[src/rtl/pc_fetch_ctrl_pkg.sv]
`default_nettype none
// ============================================================================
//  Module   : pc_fetch_ctrl_pkg
//  Purpose  : Shared definitions for the fetch sequencer: datapath width,
//             timeout counter width, FSM state encoding and the PC control
//             bundle with its priority helper.
//  Revision : 1.0  initial release
// ============================================================================
package pc_fetch_ctrl_pkg;

  localparam int DATA_W = 32;
  localparam int CNT_W  = 8;

  typedef logic [2:0] state_t;

  localparam state_t ST_INIT   = 3'd0;
  localparam state_t ST_REQ    = 3'd1;
  localparam state_t ST_WAIT   = 3'd2;
  localparam state_t ST_HOLD   = 3'd3;
  localparam state_t ST_HALTED = 3'd4;

  // Control strobes toward the program counter.
  typedef struct packed {
    logic clear;
    logic write;
    logic inc;
  } pc_ctrl_t;

  // Collapse raw requests so at most one strobe reaches the PC:
  // clear beats write, write beats inc.
  function automatic pc_ctrl_t pc_ctrl_prio(input pc_ctrl_t raw);
    pc_ctrl_t res;
    res = '0;
    if (raw.clear) begin
      res.clear = 1'b1;
    end else if (raw.write) begin
      res.write = 1'b1;
    end else if (raw.inc) begin
      res.inc = 1'b1;
    end
    return res;
  endfunction

endpackage
`default_nettype wire

[src/rtl/pc_fetch_ctrl_if.sv]
`default_nettype none
// ============================================================================
//  Module   : pc_fetch_ctrl_if
//  Purpose  : Bundles every non-clock/reset signal of the fetch sequencer.
//  Ports    : PC control   - pc_in, pc_clear, pc_write, pc_inc, pc_load_val
//             Instr memory - imem_req, imem_addr, imem_gnt, imem_rvalid,
//                            imem_rdata
//             Decode       - ir_valid, ir_data, ir_pc, ir_ready
//             Control      - br_taken, br_target, halt, fault, state
//  Modports : master - the fetch sequencer
//             slave  - the surrounding PC / memory / decode environment
//  Revision : 1.0  initial release
// ============================================================================
interface pc_fetch_ctrl_if;
  import pc_fetch_ctrl_pkg::*;

  logic [DATA_W-1:0] pc_in;
  logic              pc_clear;
  logic              pc_write;
  logic              pc_inc;
  logic [DATA_W-1:0] pc_load_val;

  logic              imem_req;
  logic [DATA_W-1:0] imem_addr;
  logic              imem_gnt;
  logic              imem_rvalid;
  logic [DATA_W-1:0] imem_rdata;

  logic              ir_valid;
  logic [DATA_W-1:0] ir_data;
  logic [DATA_W-1:0] ir_pc;
  logic              ir_ready;

  logic              br_taken;
  logic [DATA_W-1:0] br_target;
  logic              halt;
  logic              fault;
  logic [2:0]        state;

  modport master (
    input  pc_in, imem_gnt, imem_rvalid, imem_rdata, ir_ready,
           br_taken, br_target, halt,
    output pc_clear, pc_write, pc_inc, pc_load_val, imem_req, imem_addr,
           ir_valid, ir_data, ir_pc, fault, state
  );

  modport slave (
    output pc_in, imem_gnt, imem_rvalid, imem_rdata, ir_ready,
           br_taken, br_target, halt,
    input  pc_clear, pc_write, pc_inc, pc_load_val, imem_req, imem_addr,
           ir_valid, ir_data, ir_pc, fault, state
  );

endinterface
`default_nettype wire

[src/rtl/fetch_timeout_cnt.sv]
`default_nettype none
// ============================================================================
//  Module   : fetch_timeout_cnt
//  Purpose  : Counts cycles spent waiting for an instruction-memory response
//             and flags the cycle in which the count sits at TIMEOUT-1.
//  Ports    : clk   - system clock
//             reset - asynchronous active-low reset
//             clr   - synchronous clear (start of a new wait)
//             en    - count this cycle (sequencer is waiting)
//             tc    - terminal count reached while enabled
//  Revision : 1.0  initial release
// ============================================================================
module fetch_timeout_cnt #(
  parameter int TIMEOUT = 16,
  parameter int CNT_W   = 8
) (
  input  logic clk,
  input  logic reset,
  input  logic clr,
  input  logic en,
  output logic tc
);

  localparam logic [CNT_W-1:0] c_tc_val = CNT_W'(TIMEOUT - 1);

  logic [CNT_W-1:0] r_count;

  always_ff @(posedge clk or negedge reset) begin
    if (!reset) begin
      r_count <= '0;
    end else if (clr) begin
      r_count <= '0;
    end else if (en) begin
      r_count <= r_count + 1'b1;
    end
  end

  // Only meaningful while waiting; TIMEOUT <= 255 keeps the count from wrapping.
  assign tc = en && (r_count == c_tc_val);

endmodule
`default_nettype wire

[src/rtl/pc_fetch_ctrl.sv]
`default_nettype none
// ============================================================================
//  Module   : pc_fetch_ctrl
//  Purpose  : Fetch sequencer. Drives the program-counter control strobes,
//             runs a request/grant/response fetch to instruction memory and
//             holds the fetched word for decode under valid/ready. Handles
//             branch redirects (squashing fetches in flight), halt requests
//             and a sticky response-timeout fault.
//  Ports    : clk   - system clock, rising edge
//             reset - asynchronous active-low reset
//             bus   - pc_fetch_ctrl_if.master (PC, memory, decode, control)
//  Revision : 1.0  initial release
// ============================================================================
module pc_fetch_ctrl
  import pc_fetch_ctrl_pkg::*;
#(
  parameter int TIMEOUT = 16
) (
  input  logic            clk,
  input  logic            reset,
  pc_fetch_ctrl_if.master bus
);

  state_t            r_state;
  state_t            w_next_state;

  logic              r_squash;
  logic              r_halt_pend;
  logic              r_fault;
  logic              r_ir_valid;
  logic [DATA_W-1:0] r_ir_data;
  logic [DATA_W-1:0] r_ir_pc;

  logic              w_tc;
  logic              w_cnt_clr;
  logic              w_cnt_en;

  logic              w_capture;
  logic              w_ir_release;
  logic              w_imem_req;
  pc_ctrl_t          w_pc_raw;
  pc_ctrl_t          w_pc_ctrl;

  // --------------------------------------------------------------------------
  // Wait-cycle counter
  // --------------------------------------------------------------------------
  assign w_cnt_en  = (r_state == ST_WAIT);
  assign w_cnt_clr = (r_state == ST_REQ) && (w_next_state == ST_WAIT);

  fetch_timeout_cnt #(
    .TIMEOUT (TIMEOUT),
    .CNT_W   (CNT_W)
  ) u_timeout_cnt (
    .clk   (clk),
    .reset (reset),
    .clr   (w_cnt_clr),
    .en    (w_cnt_en),
    .tc    (w_tc)
  );

  // --------------------------------------------------------------------------
  // FSM: state register
  // --------------------------------------------------------------------------
  always_ff @(posedge clk or negedge reset) begin
    if (!reset) begin
      r_state <= ST_INIT;
    end else begin
      r_state <= w_next_state;
    end
  end

  // --------------------------------------------------------------------------
  // FSM: next-state logic
  // --------------------------------------------------------------------------
  always_comb begin
    w_next_state = r_state;
    case (r_state)
      ST_INIT: begin
        w_next_state = ST_REQ;
      end
      ST_REQ: begin
        // A redirect re-issues from the new PC, so it outranks halt and grant.
        if (bus.br_taken) begin
          w_next_state = ST_REQ;
        end else if (bus.halt || r_halt_pend) begin
          w_next_state = ST_HALTED;
        end else if (bus.imem_gnt) begin
          w_next_state = ST_WAIT;
        end
      end
      ST_WAIT: begin
        if (bus.imem_rvalid) begin
          // Squashed or coincident-redirect responses are dropped.
          w_next_state = (r_squash || bus.br_taken) ? ST_REQ : ST_HOLD;
        end else if (w_tc) begin
          w_next_state = ST_HALTED;
        end
      end
      ST_HOLD: begin
        if (bus.br_taken || bus.ir_ready) begin
          w_next_state = ST_REQ;
        end
      end
      ST_HALTED: begin
        w_next_state = ST_HALTED;
      end
      default: begin
        w_next_state = ST_INIT;
      end
    endcase
  end

  // --------------------------------------------------------------------------
  // FSM: output logic
  // --------------------------------------------------------------------------
  always_comb begin
    w_pc_raw     = '0;
    w_imem_req   = 1'b0;
    w_capture    = 1'b0;
    w_ir_release = 1'b0;
    case (r_state)
      ST_INIT: begin
        // Gated by reset so every strobe is low while reset is held.
        w_pc_raw.clear = reset;
      end
      ST_REQ: begin
        w_pc_raw.write = bus.br_taken;
        w_imem_req     = !bus.br_taken && !bus.halt && !r_halt_pend;
      end
      ST_WAIT: begin
        w_pc_raw.write = bus.br_taken;
        w_capture      = bus.imem_rvalid && !r_squash && !bus.br_taken;
        w_pc_raw.inc   = w_capture;
      end
      ST_HOLD: begin
        w_pc_raw.write = bus.br_taken;
        w_ir_release   = bus.br_taken || bus.ir_ready;
      end
      default: begin
        w_pc_raw = '0;
      end
    endcase
  end

  assign w_pc_ctrl = pc_ctrl_prio(w_pc_raw);

  // --------------------------------------------------------------------------
  // Squash / halt / fault flags and the instruction hold register
  // --------------------------------------------------------------------------
  always_ff @(posedge clk or negedge reset) begin
    if (!reset) begin
      r_squash    <= 1'b0;
      r_halt_pend <= 1'b0;
      r_fault     <= 1'b0;
      r_ir_valid  <= 1'b0;
      r_ir_data   <= '0;
      r_ir_pc     <= '0;
    end else begin
      if (r_state == ST_WAIT) begin
        if (bus.imem_rvalid) begin
          r_squash <= 1'b0;
        end else if (bus.br_taken) begin
          r_squash <= 1'b1;
        end
      end

      if (bus.halt && ((r_state == ST_WAIT) || (r_state == ST_HOLD))) begin
        r_halt_pend <= 1'b1;
      end

      if (w_tc && !bus.imem_rvalid) begin
        r_fault <= 1'b1;
      end

      if (w_capture) begin
        r_ir_valid <= 1'b1;
        r_ir_data  <= bus.imem_rdata;
        r_ir_pc    <= bus.pc_in;  // PC has not yet taken this cycle's increment
      end else if (w_ir_release) begin
        r_ir_valid <= 1'b0;
      end
    end
  end

  // --------------------------------------------------------------------------
  // Outputs
  // --------------------------------------------------------------------------
  assign bus.pc_clear    = w_pc_ctrl.clear;
  assign bus.pc_write    = w_pc_ctrl.write;
  assign bus.pc_inc      = w_pc_ctrl.inc;
  assign bus.pc_load_val = bus.br_target;
  assign bus.imem_req    = w_imem_req;
  assign bus.imem_addr   = bus.pc_in;
  assign bus.ir_valid    = r_ir_valid;
  assign bus.ir_data     = r_ir_data;
  assign bus.ir_pc       = r_ir_pc;
  assign bus.fault       = r_fault;
  assign bus.state       = r_state;

endmodule
`default_nettype wire

[src/flat_wrapper.sv]
// flat-port wrapper written by rule: the top's interface ports become plain ports
module pc_fetch_ctrl_flat import pc_fetch_ctrl_pkg::*;
#(
  parameter int TIMEOUT = 16
)
  (clk, reset, bus_pc_in, bus_imem_gnt, bus_imem_rvalid, bus_imem_rdata, bus_ir_ready, bus_br_taken, bus_br_target, bus_halt, bus_pc_clear, bus_pc_write, bus_pc_inc, bus_pc_load_val, bus_imem_req, bus_imem_addr, bus_ir_valid, bus_ir_data, bus_ir_pc, bus_fault, bus_state);
  pc_fetch_ctrl_if bus_i ();
  input  logic clk;
  input  logic reset;
  input wire logic [$bits(bus_i.pc_in)-1:0] bus_pc_in;
  input wire logic [$bits(bus_i.imem_gnt)-1:0] bus_imem_gnt;
  input wire logic [$bits(bus_i.imem_rvalid)-1:0] bus_imem_rvalid;
  input wire logic [$bits(bus_i.imem_rdata)-1:0] bus_imem_rdata;
  input wire logic [$bits(bus_i.ir_ready)-1:0] bus_ir_ready;
  input wire logic [$bits(bus_i.br_taken)-1:0] bus_br_taken;
  input wire logic [$bits(bus_i.br_target)-1:0] bus_br_target;
  input wire logic [$bits(bus_i.halt)-1:0] bus_halt;
  output wire logic [$bits(bus_i.pc_clear)-1:0] bus_pc_clear;
  output wire logic [$bits(bus_i.pc_write)-1:0] bus_pc_write;
  output wire logic [$bits(bus_i.pc_inc)-1:0] bus_pc_inc;
  output wire logic [$bits(bus_i.pc_load_val)-1:0] bus_pc_load_val;
  output wire logic [$bits(bus_i.imem_req)-1:0] bus_imem_req;
  output wire logic [$bits(bus_i.imem_addr)-1:0] bus_imem_addr;
  output wire logic [$bits(bus_i.ir_valid)-1:0] bus_ir_valid;
  output wire logic [$bits(bus_i.ir_data)-1:0] bus_ir_data;
  output wire logic [$bits(bus_i.ir_pc)-1:0] bus_ir_pc;
  output wire logic [$bits(bus_i.fault)-1:0] bus_fault;
  output wire logic [$bits(bus_i.state)-1:0] bus_state;
  assign bus_i.pc_in = bus_pc_in;
  assign bus_i.imem_gnt = bus_imem_gnt;
  assign bus_i.imem_rvalid = bus_imem_rvalid;
  assign bus_i.imem_rdata = bus_imem_rdata;
  assign bus_i.ir_ready = bus_ir_ready;
  assign bus_i.br_taken = bus_br_taken;
  assign bus_i.br_target = bus_br_target;
  assign bus_i.halt = bus_halt;
  assign bus_pc_clear = bus_i.pc_clear;
  assign bus_pc_write = bus_i.pc_write;
  assign bus_pc_inc = bus_i.pc_inc;
  assign bus_pc_load_val = bus_i.pc_load_val;
  assign bus_imem_req = bus_i.imem_req;
  assign bus_imem_addr = bus_i.imem_addr;
  assign bus_ir_valid = bus_i.ir_valid;
  assign bus_ir_data = bus_i.ir_data;
  assign bus_ir_pc = bus_i.ir_pc;
  assign bus_fault = bus_i.fault;
  assign bus_state = bus_i.state;
  pc_fetch_ctrl #(.TIMEOUT(TIMEOUT)) u_core (.clk(clk), .reset(reset), .bus(bus_i));
endmodule
[config.mk]
export PLATFORM = sky130hd
export DESIGN_NAME = pc_fetch_ctrl_flat
export DESIGN_NICKNAME = d
export VERILOG_FILES = /design/src/rtl/pc_fetch_ctrl_pkg.sv /design/src/rtl/pc_fetch_ctrl_if.sv /design/src/rtl/fetch_timeout_cnt.sv /design/src/rtl/pc_fetch_ctrl.sv /design/src/flat_wrapper.sv
export SDC_FILE = /design/constraint.sdc
export NUM_CORES = 1
export LEC_CHECK = 0
export CORE_ASPECT_RATIO = 1.5
export CORE_UTILIZATION = 35
export DETAILED_ROUTE_END_ITERATION = 12
export PLACE_DENSITY = 0.84
export SLEW_MARGIN = 20
export SYNTH_ARGS = -nofsm -noshare
export SYNTH_HDL_FRONTEND = slang
export SYNTH_SLANG_ARGS = --single-unit
[constraint.sdc]
create_clock -name clk -period 1.88 [get_ports clk]
set_input_delay 0.188 -clock clk [delete_from_list [all_inputs] [get_ports clk]]
set_output_delay 0.188 -clock clk [all_outputs]
set_load 0.03 [all_outputs]
==> metrics, run 1 <==
outcome=finished clean; RSZ-0062 raised after global routing=false; first-pass GRT wire length=13.84 mm; DRT iter0 DRCs=62; hold violation total from the final report=0; number of pins with negative max-slew slack in the final report=0; core region area=~11000 um^2; min-delay worst type=input port to output pin; CP Data Arrival Time=~1600 ps; number of iterations in the first detailed-routing pass=4; initial cell density of the core=~36%; top post-synthesis cells by area=sky130_fd_sc_hd__dfrtp_1 52%, sky130_fd_sc_hd__buf_4 13%, sky130_fd_sc_hd__mux2_2 11%, sky130_fd_sc_hd__mux2_4 11%, sky130_fd_sc_hd__buf_6 1.2%; Cell Count Post-Placement=536; clock tree from TritonCTS=built; area growth from synthesis to layout=49.27%; Die X-Extent=86.84 um; total number of placement rows=46; IO Port Bufs=about 180; Ports=240; maximum number of pins on one net before global-route repair=80; fill cell count=around 900; DR DRC count=0; total routed wire length on the met1 layer=about 3.2 mm; nets=~510; multi-input logic area=around 1200 um^2; Worst Max-Slew Pin Slew=between 400 and 500 ps; maximum root-to-sink buffer count=2; Sequential cell area=1981 um^2; max-cap violations=0; data required time of the worst path=about 1700 ps; power density over the cells=about 1500 nW/um^2; top fanout value on the critical path=36; clk_lat worst skew=around 330 ps; master cell of the clock root buffer=sky130_fd_sc_hd__clkbuf_16; Final HPWL DP=around 6.7 mm; antenna cells=0; ratio of cells with drive above 1 in the final layout=~25%; top sig layer=met4; floorplan die area=11220 um^2; Yosys warning count=0; Post-Synthesis Net Count=between 300 and 400; Wirelength per Cell=around 16 um; Setup Total Neg Slack=0 ps; met3 WL=~530 um; sort of element at the end of the critical path=output pin; post-synthesis sequential area ratio=between 50% and 60%; clk sink count=79; GRT Util Overall=around 16%; Synth Area per Inst=between 10 and 15 um^2; min cycle time layout=1805 ps; post-route non-filler standard cell count=between 500 and 600; fraction of the cycle the final worst path needs=96.00%; total of endpoints with negative setup slack in the final report=0; Max transition margin=71.75%; number of clock buffers inserted by TritonCTS=9; weighted congestion at the end of routability-driven global placement=around 0.8; Setup crit start kind=flip-flop; synthesized cell area=roughly 3800 um^2; Min Hold Slack=376.0 ps; area share of the leading cell type in the synthesized netlist=roughly 52%; leakage power=around 0.0026 uW; wire length on met2=5.038 mm; antenna-violating nets left=0; DRT Wirelength=just over 9 mm; cell accounting for the most synthesized area=sky130_fd_sc_hd__dfrtp_1; routed vias=2620; startpoint-to-endpoint class of the critical path=flip-flop to output pin; global route overflow=0; initial antenna violation count=0; via density per instance=about 4.7; top achievable clock speed=0.5541 GHz; CTS clk-pin slew, worst paths=~60 ps; Max VDD drop=695.6 uV; H-tree depth=3; via count of the first global-routing pass=2680; count of mapped cells out of synthesis=between 200 and 300; Die Span Y=approximately 130 um; count of different cell masters after synthesis=35; Fin Clk Skew=slightly below 7 ps; number of synthesized register bits=a little under 80
[final cells by class]
type	count	area share (%)
sequential	79	35.12
timing repair buffer	188	33.27
multi-input combinational	126	21.92
clock buffer	10	4.237
tap	144	3.194
clock inverter	6	2.063
inverter	3	0.1996
[report_power, final]
part           internal (uW)  switching [uW]
Combinational           1740            1830
Clock                   1340             710
Sequential              2320             403
[metal layers]
| metal | GRT usage [%] | vias to the layer above |
|---|---|---|
| met3 | 4.268 | 34 |
| met2 | 29.18 | 112 |
| li1 | - | 1164 |
| met5 | 0 | - |
| met4 | 9.412 | 0 |
| met1 | 17.00 | 1310 |
[kinds of logic after synthesis]
group,synth area share [%]
compound gates,2.947
xor+xnor,0.4637
fa+ha+maj,0.3311
buf+inv,15.33
flops,52.32
mux,22.02
simple gates,6.590
[critical path, stage by stage (launching register included)]
cell and delay, ps:
sky130_fd_sc_hd__dfrtp_2 450, sky130_fd_sc_hd__nor3b_4 260, sky130_fd_sc_hd__nand3_4 130, sky130_fd_sc_hd__buf_12 210
sky130_fd_sc_hd__inv_1 70, sky130_fd_sc_hd__buf_4 150
[sequential cells by signal, indices dropped and copies added (netlist names)]
name / flops
u_core.bus.ir_data: 32
u_core.r_squash: 1
u_core.bus.ir_valid: 1
u_core.bus.state: 3
u_core.r_halt_pend: 1
u_core.bus.ir_pc: 32
u_core.u_timeout_cnt.r_count: 8
u_core.bus.fault: 1
[metrics by stage]
| stage | cell area [um^2] | power (uW) | worst slack [ps] | utilization [%] |
|---|---|---|---|---|
| CTS | 5615 | 8370 | 14.99 | 53.31 |
| finish | 5640 | 8341 | 75.16 | 53.55 |
| global route | 5640 | 8727 | 2.264 | 53.55 |
| global placement | 5249 | 6164 | 271.0 | 49.83 |
| floorplan | 3785 | 4848 | 12.40 | - |
| detailed placement | 5249 | 6280 | 245.1 | 49.83 |
[path summary, 6_finish.rpt]
check	from	end	slack, ps	cells past startpoint
max reg2reg	u_core.bus.state[0]	u_core.u_timeout_cnt.r_count[5]	260	4
min in group asynchronous	reset	u_core.bus.ir_data[25]	510	3
min	bus_br_target[18]	bus_pc_load_val[18]	380	0
min reg2reg	u_core.bus.fault	u_core.bus.fault	500	1
max in group asynchronous	reset	u_core.bus.state[2]	1030	3
max	u_core.bus.state[0]	bus_pc_inc	80	5
[cells in the mapped netlist (all sizes together)]
library cell,instances
o21bai,1
and3,1
buf,74
nor3b,2
o31a,1
o31ai,3
xnor2,2
nand4,4
nand4bb,1
or3,3
o21ai,4
nand2,5
nor2,8
or4,4
mux2i,1
o211ai,1
a21oi,7
nand2b,3
and4,1
nand3,3
nor3,2
inv,3
nor2b,1
mux2,64
dfrtp,79
ha,1
o311a,1
nor4bb,1
nor4b,1
clkbuf,2
[timing repair]
| item | 4_1_cts | 5_1_grt |
|---|---|---|
| buffers inserted | 0 | 3 |
| resized for setup | 1 | 2 |
| hold endpoints to repair | 79 | 0 |
| hold buffers | 1 | 0 |
| gates cloned | 0 | 0 |
| pin swaps | 0 | 1 |
| setup endpoints to repair | 1 | 3 |
[cell usage in the layout, fill, tap and decap left out, drive strengths merged, types with 3 or more instances in the layout]
| cell | netlist | routed |
|---|---|---|
| clkdlybuf4s50 | 0 | 170 |
| dfrtp | 79 | 79 |
| mux2 | 64 | 64 |
| buf | 74 | 17 |
| clkbuf | 2 | 10 |
| nor2 | 8 | 8 |
| a21oi | 7 | 7 |
| nand2 | 5 | 5 |
| nand4 | 4 | 4 |
| or4 | 4 | 4 |
| o21ai | 4 | 4 |
| inv | 3 | 4 |
| nand2b | 3 | 3 |
| o31ai | 3 | 3 |
| or3 | 3 | 3 |
| bufinv | 0 | 3 |
| nand3 | 3 | 3 |
Power figures use the tool's default switching activity.
==> inputs of run 2 (changes only) <==
Settings changed: GPL_TIMING_DRIVEN from default to 1.
==> results of run 2 <==
Final layout, timing and power as in run 1 (identical DEF).
